**config.mk**
```make
export PLATFORM = sky130hd
export DESIGN_NAME = seg7_scan_driver
export DESIGN_NICKNAME = d
export VERILOG_FILES = /design/src/rtl/seg7_scan_driver.sv
export SDC_FILE = /design/constraint.sdc
export NUM_CORES = 1
export LEC_CHECK = 0
export BUFFER_PORTS_ARGS = -buffer_cell sky130_fd_sc_hd__buf_2
export CORE_MARGIN = 4
export CORE_UTILIZATION = 61
export CTS_BUF_LIST = sky130_fd_sc_hd__clkbuf_4
export DETAILED_ROUTE_END_ITERATION = 16
export PLACE_DENSITY = 0.83
export SYNTH_ARGS = -nofsm -noshare
export SYNTH_HDL_FRONTEND = slang
export SYNTH_SLANG_ARGS = --single-unit
```
**constraint.sdc**
```tcl
create_clock -name clk -period 6.1 [get_ports clk]
set_input_delay 0.61 -clock clk [delete_from_list [all_inputs] [get_ports clk]]
set_output_delay 0.61 -clock clk [all_outputs]
set_load 0.02 [all_outputs]
```
**src/rtl/seg7_scan_driver.sv**
```systemverilog
// Time-multiplexed driver for an 8-digit common-cathode 7-segment display.
// Double-buffers digit data, scans one digit per slot, and applies updates and blinking on frame boundaries.
module seg7_scan_driver #(
  parameter int CLK_DIV      = 1000,
  parameter int BLANK_CYC    = 2,
  parameter int BLINK_FRAMES = 64
) (
  input  logic        clk,
  input  logic        rst,
  input  logic        upd,
  input  logic [31:0] digits,
  input  logic [7:0]  dp,
  input  logic [7:0]  blank,
  input  logic [7:0]  blink,
  output logic [7:0]  seg,
  output logic [7:0]  dig,
  output logic        frame_tick
);

  localparam int PW = $clog2(CLK_DIV);
  localparam int FW = (BLINK_FRAMES > 1) ? $clog2(BLINK_FRAMES) : 1;

  localparam logic [PW-1:0] PRESC_LAST = PW'(CLK_DIV - 1);
  localparam logic [PW-1:0] BLANK_LIM  = PW'(BLANK_CYC);
  localparam logic [FW-1:0] FRAME_LAST = FW'(BLINK_FRAMES - 1);

  typedef struct packed {
    logic [31:0] digits;
    logic [7:0]  dp;
    logic [7:0]  blank;
    logic [7:0]  blink;
  } disp_t;

  localparam disp_t SHADOW_RST = '{digits: 32'h0, dp: 8'h00, blank: 8'hFF, blink: 8'h00};

  logic [PW-1:0] presc;
  logic [2:0]    idx;
  logic [FW-1:0] frame_cnt;
  logic          blink_phase;
  logic          slot_end;
  logic          frame_end;

  disp_t         in_data;
  disp_t         pend;
  logic          pend_vld;
  disp_t         shadow;

  logic [3:0]    cur_nib;
  logic          cur_off;
  logic [7:0]    seg_n;
  logic [7:0]    dig_n;

  function automatic logic [6:0] hex7(input logic [3:0] v);
    logic [6:0] s;
    case (v)
      4'h0: s = 7'h3F;
      4'h1: s = 7'h06;
      4'h2: s = 7'h5B;
      4'h3: s = 7'h4F;
      4'h4: s = 7'h66;
      4'h5: s = 7'h6D;
      4'h6: s = 7'h7D;
      4'h7: s = 7'h07;
      4'h8: s = 7'h7F;
      4'h9: s = 7'h6F;
      4'hA: s = 7'h77;
      4'hB: s = 7'h7C;
      4'hC: s = 7'h39;
      4'hD: s = 7'h5E;
      4'hE: s = 7'h79;
      default: s = 7'h71;
    endcase
    return s;
  endfunction

  assign slot_end  = (presc == PRESC_LAST);
  assign frame_end = slot_end && (idx == 3'd7);
  assign in_data   = '{digits: digits, dp: dp, blank: blank, blink: blink};

  // Scan timing: prescaler, digit index, frame counter and blink phase.
  // NOTE: sequential state is assigned with <= so every register samples pre-edge values.
  always_ff @(posedge clk or posedge rst) begin
    if (rst) begin
      presc       <= '0;
      idx         <= 3'd0;
      frame_cnt   <= '0;
      blink_phase <= 1'b0;
      frame_tick  <= 1'b0;
    end else begin
      frame_tick <= frame_end;
      if (slot_end) begin
        presc <= '0;
        idx   <= idx + 3'd1;
      end else begin
        presc <= presc + 1'b1;
      end
      if (frame_end) begin
        if (frame_cnt == FRAME_LAST) begin
          frame_cnt   <= '0;
          blink_phase <= ~blink_phase;
        end else begin
          frame_cnt <= frame_cnt + 1'b1;
        end
      end
    end
  end

  // Pending/shadow double buffer; shadow only moves on the frame boundary edge,
  // and an update landing exactly on that edge bypasses the pending stage.
  always_ff @(posedge clk or posedge rst) begin
    if (rst) begin
      pend     <= '0;
      pend_vld <= 1'b0;
      // NOTE: shadow resets with every digit blanked so nothing lights before the first update.
      shadow   <= SHADOW_RST;
    end else begin
      if (frame_end) begin
        if (upd) begin
          shadow <= in_data;
        end else if (pend_vld) begin
          shadow <= pend;
        end
        pend_vld <= 1'b0;
      end else if (upd) begin
        pend     <= in_data;
        pend_vld <= 1'b1;
      end
    end
  end

  // Next segment/digit pattern from the current slot position.
  always_comb begin
    // NOTE: defaults first so every path assigns every output and no latch is inferred.
    seg_n   = 8'h00;
    dig_n   = 8'hFF;
    cur_nib = shadow.digits[{idx, 2'b00} +: 4];
    cur_off = shadow.blank[idx] | (blink_phase & shadow.blink[idx]);
    if (presc >= BLANK_LIM) begin
      dig_n = ~(8'b1 << idx);
      if (!cur_off) begin
        seg_n = {shadow.dp[idx], hex7(cur_nib)};
      end
    end
  end

  always_ff @(posedge clk or posedge rst) begin
    if (rst) begin
      seg <= 8'h00;
      dig <= 8'hFF;
    end else begin
      seg <= seg_n;
      dig <= dig_n;
    end
  end

endmodule

```
Yosys cells after proc, flatten, opt, wreduce, memory -nomap -nowiden
Memory sizes are Yosys's and may differ from the RTL's.
Index checks and enable logic that the tools add are counted.
{"block": "classes", "addsub": 3, "n_eq_ne": 3, "mux": 15, "shifts": 2, "n_reduce_logical": 6, "bitwise_logic": 5, "magnitude_cmp": 2}
{"op": "$mux 56", "n": 2}
{"op": "$shiftx 32x6->4", "n": 1}
{"op": "$mux 8", "n": 3}
{"op": "$add 10x1->10 const B", "n": 1}
{"op": "$eq 10x10->1 const B", "n": 1}
{"op": "$ge 10x2->1 const B", "n": 1}
{"op": "$mux 10", "n": 1}
{"op": "$bmux 1 s3", "n": 3}
{"op": "$not 8->8", "n": 1}
{"op": "$shl 1x3->8 const A", "n": 1}
{"op": "$add 6x1->6 const B", "n": 1}
{"op": "$eq 6x6->1 const B", "n": 1}
{"op": "$mux 6", "n": 1}
{"op": "$reduce_and 2->1", "n": 3}
{"op": "$mux 1", "n": 5}
{"op": "$lt 3x4->1 const B", "n": 1}
{"op": "$reduce_bool 2->1", "n": 2}
{"op": "$add 3x1->3 const B", "n": 1}
{"op": "$eq 3x3->1 const B", "n": 1}
{"op": "$not 1->1", "n": 2}
{"op": "$and 1x1->1", "n": 1}
{"op": "$logic_and 1x1->1", "n": 1}
{"op": "$or 1x1->1", "n": 1}
{"block": "word_totals", "regBits": 150, "n_memories": 1, "mem_bits_ro": 112, "in_bits": 59}
{"name": "(name not given)", "depth": 16, "word_bits": 7, "read_ports": 1, "rd_clocked_by_memory_dff": 0, "wr": 0, "line_no": "55", "source": "case (v)"}

Depth between registers and ports, before layout
{"block": "depth", "word_depth": 6, "mapped_depth": 9, "depth_no_buf": 7}

Worst setup path after synthesis
No wires, ideal clock.
{"block": "synth_path", "path_type": "register -> register", "start": "register idx[0]", "end": "register seg[3]", "arrival_time_ns": 2.249, "required_ns": 6.021, "n_path_buf": 2, "setup_time_ns": 0.079, "setup_slack_ns": 3.772, "stages_incl_launch_ff": 9, "period_less_slack_ns": 2.328, "cell_sequence": "dfrtp_1 > buf_6 > buf_12 > mux4_1 > mux2i_1 > inv_1 > ha_1 > a211o_1 > a21oi_1"}
{"block": "synth_via", "elab_chain_len": 6, "elab_cells_between_ends": 10, "classes_between": "shift: 1; mux: 6; bitwise: 2; memory: 1"}
{"element": "start, declared", "line_no": "37", "source": "logic [2:0] idx;"}
{"element": "start signal, assigned", "line_no": "93", "source": "idx <= idx + 3'd1;"}
{"element": "branches (longest 4 deep; another with $mem_v2 16x7)"}
{"element": "$mux 8 (*)", "line_no": "140", "source": "if (!cur_off) begin"}
{"element": "$mux 8 (*)", "line_no": "138", "source": "if (presc >= BLANK_LIM) begin"}
{"element": "named net seg_n[3]", "line_no": "50", "source": "logic [7:0] seg_n;"}
{"element": "end signal, assigned", "line_no": "151", "source": "seg <= seg_n;"}
{"element": "end, declared", "line_no": "15", "source": "output logic [7:0] seg,"}
Mark *: on every way through the listed nets, which the timed path passes. The select of a mux whose other input is x is not followed.
A chain may end at the register's enable or synchronous reset.

Worst setup path after layout
{"block": "layout_path", "start": "register idx[0]", "end": "register shadow[44] (netlist name)"}
{"block": "layout_via", "elab_chain_len": 3}
{"element": "$eq 3x3->1", "line_no": "77", "source": "assign frame_end = slot_end && (idx == 3'd7);"}
{"element": "$logic_and 1x1->1", "line_no": "77"}
{"element": "$reduce_and 2->1 (no source line)"}
{"element": "end signal, assigned", "line_no": "119", "source": "shadow <= in_data;"}
{"element": "end signal, assigned", "line_no": "121", "source": "shadow <= pend;"}
{"element": "end, declared", "line_no": "46", "source": "disp_t shadow;"}
No other way between the ends.

==> impl_metrics.json <==
{
  "number_of_antenna_violations_at_the_first_check_in_global_routing": 0,
  "synth.lib_cells_used.distinct": 44,
  "worst-setup-path-type": "reg2reg",
  "timing_worst_slew_pin_value_ps": 1100,
  "worstSetupEndpoint": "shadow[44]$_DFFE_PP0P_",
  "max_freq_mhz": 282,
  "area_growth_pct": 11.0,
  "first_pass_grt_wire_length_um": 22200,
  "run_status": "finished clean",
  "arrival_ps": 4010,
  "critical_path.top_delay_family": "simple AND/OR/NAND/NOR gates",
  "clock_latency_ps": 540,
  "dominantRegCellSynth": "sky130_fd_sc_hd__dfrtp_1",
  "area_fraction_in_compound_gates_after_synthesis": 0.0612,
  "num_rows": 38,
  "fin_crit_sh": 0.582,
  "setup_violations": 0,
  "cts_root_buf": "sky130_fd_sc_hd__clkbuf_4",
  "synthDominantAreaCellType": "sky130_fd_sc_hd__dfrtp_1",
  "crit_path_top_delay_cell": "sky130_fd_sc_hd__dfrtp_1",
  "fin_nets": 699,
  "clk_transition_reported_paths_ps": 130,
  "postSynthCellCount": 560,
  "htreeDepth": 4,
  "timing_max_transition_violations_final": 0,
  "worst-path-stages": 7,
  "synth_sequential_area_ratio": 0.546,
  "via_per_inst": 5.74,
  "post-route-cell-area_mm2": 0.00767,
  "cts.path.max_buffers": 2,
  "cts_inserted_buffers": 17,
  "pre_cts_ws_ps": 2600,
  "cap_violations": 0,
  "crit_path_max_incr_delay_ps": 950,
  "effective_utilization_at_floorplan": 0.630,
  "clock_sink_count": 150,
  "hold_buffers": 0,
  "cellLeakagePower_nw": 3.63,
  "worstSetupEndpointType": "flip-flop",
  "dieHeight_um": 114,
  "drt_drc_violations_left": 0,
  "cellPowerDensity_mw_per_mm2": 263,
  "timing.final.crit_period_ps": 3550,
  "worstHoldPathType": "in2async",
  "yosys-top-cells-count": "sky130_fd_sc_hd__dfrtp_1 (134), sky130_fd_sc_hd__nor2_1 (78), sky130_fd_sc_hd__mux2i_1 (64), sky130_fd_sc_hd__a21oi_1 (60), sky130_fd_sc_hd__mux2_2 (58)",
  "ys.warnings.count": 0,
  "detailroute.via_count": 4463,
  "async_reset_ff_frac": 1.00,
  "netlist_top_cells_area": "sky130_fd_sc_hd__dfrtp_1 (48%), sky130_fd_sc_hd__mux2_2 (9.4%), sky130_fd_sc_hd__mux2i_1 (9.3%)",
  "worstPathBufferInverterCount": 1,
  "synth_area_mm2": 0.00691,
  "post_synth_mux_area_share": 0.240,
  "synth.avg_cell_area_um2": 12.3,
  "grt-ovfl-total": 0,
  "grt_start_max_net_pins": 78,
  "regToRegEndpoint": "shadow[44]$_DFFE_PP0P_",
  "synth_largest_type_area_fraction": 0.485,
  "slew-limit-headroom": 0.242,
  "gr-usage-all-layers": 0.218,
  "postCtsSetupBuffers": 0,
  "fp.coreArea_mm2": 0.0110,
  "synth-seq-cells": 150,
  "synth_enable_flop_cells": 0,
  "chipWidth_um": 114,
  "final_critical_path_setup_slack_ps": 2550,
  "postPlaceCellArea_mm2": 0.00733,
  "setup.reg_to_reg.worst_slack_ps": 2550,
  "yosys.area_share.simple": 0.0809,
  "final.setup.tns_ps": 0,
  "first_iter_violations": 339,
  "gp_routability_congestion": 0.826,
  "drt_pre_antenna_iters": 5,
  "xor_xnor_fraction_of_synth_area": 0.0139,
  "critical_path_required_ps": 6560,
  "antenna_violating_nets_post_route": 0,
  "synth.most_common_cell": "sky130_fd_sc_hd__dfrtp_1",
  "yosys.area_share.adder": 0.0271,
  "io_pins": 76,
  "critical_path.max_fanout": 62,
  "fp.dieArea_mm2": 0.0131,
  "largest_family_of_logic_cells_by_synthesized_area": "multiplexers",
  "post_route_cells_drive_above_1_share": 0.309,
  "cts_tree": "built",
  "mappedNetlistNets": 634,
  "place.port_buffers": 75,
  "critical_path.startpoint": "idx[0]$_DFFE_PP0N_",
  "wl_um": 13200,
  "n_fill_cell": 756,
  "worstPathCellList": "ha_1 > ha_1 > nand4_2 > nor2_4 > buf_4 > nor2_1 > a21oi_1",
  "ir_drop_mv": 0.277,
  "rr_worst_depth": 7,
  "cp-start-kind": "flip-flop",
  "largest_clock_skew_in_the_final_design_ps": 23.6,
  "cts_repair_resize_count": 0,
  "rsz0062_at_grt": "false",
  "detailed_place_hpwl_um": 8810,
  "antenna_cells_inserted": 0,
  "total_count_of_hold_check_failures_in_the_final_report": 0,
  "worst_path_most_repeated_cell": "sky130_fd_sc_hd__ha_1",
  "number_of_global_route_vias_before_repair": 4709,
  "routedWlPerCell_um": 17.0,
  "worst_r2r_startpoint": "idx[0]$_DFFE_PP0N_"
}
==> per-stage QoR <==
step | hold WS, ps | utilization | std cells | total power, W
after floorplan | 447 | - | 560 | 0.00126
after global placement | 481 | 0.667 | 746 | 0.00132
after detailed placement | 485 | 0.667 | 746 | 0.00133
after CTS | 158 | 0.699 | 778 | 0.00204
after global routing | 177 | 0.699 | 778 | 0.00211
final | 169 | 0.699 | 778 | 0.00202
==> worst reg2reg max path, delay by kind of cell (launching register included) <==
family	cells	cell delay, ps
and+or+nand+nor	3	1270
DFF	1	950
buffers and inverters	1	630
adders and majority gates	2	490
AOI/OAI and AO/OA	1	150
==> final cells by class <==
cell class              count  area, um^2  area share
clock inverters            14         208      0.0271
flip-flops and latches    150        3770       0.492
well taps                 140         175      0.0228
inverters                  11        46.3     0.00603
multi-input cells         367        2930       0.382
repair buffers             78         400      0.0522
clock buffers              18         135      0.0176
==> power by group <==
group | leakage [nW] | total, W | internal, W | switching, W
combinational | 1.64 | 0.000214 | 0.000102 | 0.000112
clock | 0.175 | 0.000711 | 0.000368 | 0.000343
sequential | 1.81 | 0.00110 | 0.00106 | 0.0000325
total | 3.63 | 0.00202 | 0.00153 | 0.000487
==> logic make-up after synthesis <==
| kind of cell | count (synthesis) |
|---|---|
| adder cells (fa/ha/maj) | 15 |
| multiplexers | 137 |
| buffers and inverters | 43 |
| XOR/XNOR | 11 |
| flip-flops | 150 |
| AND/OR/NAND/NOR | 127 |
| AO/OA/AOI/OAI | 77 |
==> placed cells by master, fill, tap and decap left out, types with 2 or more instances in the layout <==
cell	netlist	routed
sky130_fd_sc_hd__inv_1	10	9
sky130_fd_sc_hd__clkinv_1	0	3
sky130_fd_sc_hd__o21ai_0	5	5
sky130_fd_sc_hd__buf_2	16	74
sky130_fd_sc_hd__xnor2_1	6	6
sky130_fd_sc_hd__dfrtp_1	134	134
sky130_fd_sc_hd__nor4_1	2	2
sky130_fd_sc_hd__clkbuf_4	0	18
sky130_fd_sc_hd__mux4_1	9	9
sky130_fd_sc_hd__dfstp_2	16	16
sky130_fd_sc_hd__clkinv_4	0	3
sky130_fd_sc_hd__nor3_1	3	3
sky130_fd_sc_hd__and3_1	3	3
sky130_fd_sc_hd__bufinv_16	0	5
sky130_fd_sc_hd__a21oi_1	60	60
sky130_fd_sc_hd__a21o_1	2	2
sky130_fd_sc_hd__mux4_2	5	5
sky130_fd_sc_hd__xor2_1	5	5
sky130_fd_sc_hd__nand2_2	1	2
sky130_fd_sc_hd__nor2_1	78	77
sky130_fd_sc_hd__buf_4	1	4
sky130_fd_sc_hd__a211oi_1	3	3
sky130_fd_sc_hd__mux2_2	58	58
sky130_fd_sc_hd__clkinvlp_4	0	2
sky130_fd_sc_hd__ha_1	15	15
sky130_fd_sc_hd__nand2_1	22	21
sky130_fd_sc_hd__mux2i_1	64	64
sky130_fd_sc_hd__nand3_1	10	10
==> registers in the layout (all words and copies together) (netlist names) <==
register and cells:
blink_phase 1, dig 8, frame_cnt 6, frame_tick 1
idx 3, pend 56, pend_vld 1, presc 10
seg 8, shadow 56
==> layer usage <==
| layer | GRT usage | wire (um) |
|---|---|---|
| met5 | 0 | 0 |
| met4 | 0.0602 | 117 |
| met3 | 0.0566 | 702 |
| met2 | 0.375 | 6910 |
| met1 | 0.274 | 5490 |
==> worst min path at each step <==
| stage | from | to | slack [ps] | cells past startpoint |
|---|---|---|---|---|
| 2_1_floorplan | pend_vld$_DFFE_PP0P_ | pend_vld$_DFFE_PP0P_ | 450 | 2 |
| 3_3_place_gp | frame_cnt[4]$_DFFE_PP0P_ | frame_cnt[4]$_DFFE_PP0P_ | 480 | 1 |
| 3_5_place_dp | frame_cnt[4]$_DFFE_PP0P_ | frame_cnt[4]$_DFFE_PP0P_ | 490 | 1 |
| 4_1_cts | rst | pend[6]$_DFFE_PP0P_ | 160 | 2 |
| 5_1_grt | rst | pend[3]$_DFFE_PP0P_ | 180 | 2 |
| 6_report | rst | pend[3]$_DFFE_PP0P_ | 170 | 2 |
No activity file was read; power rests on OpenSTA's default activity.
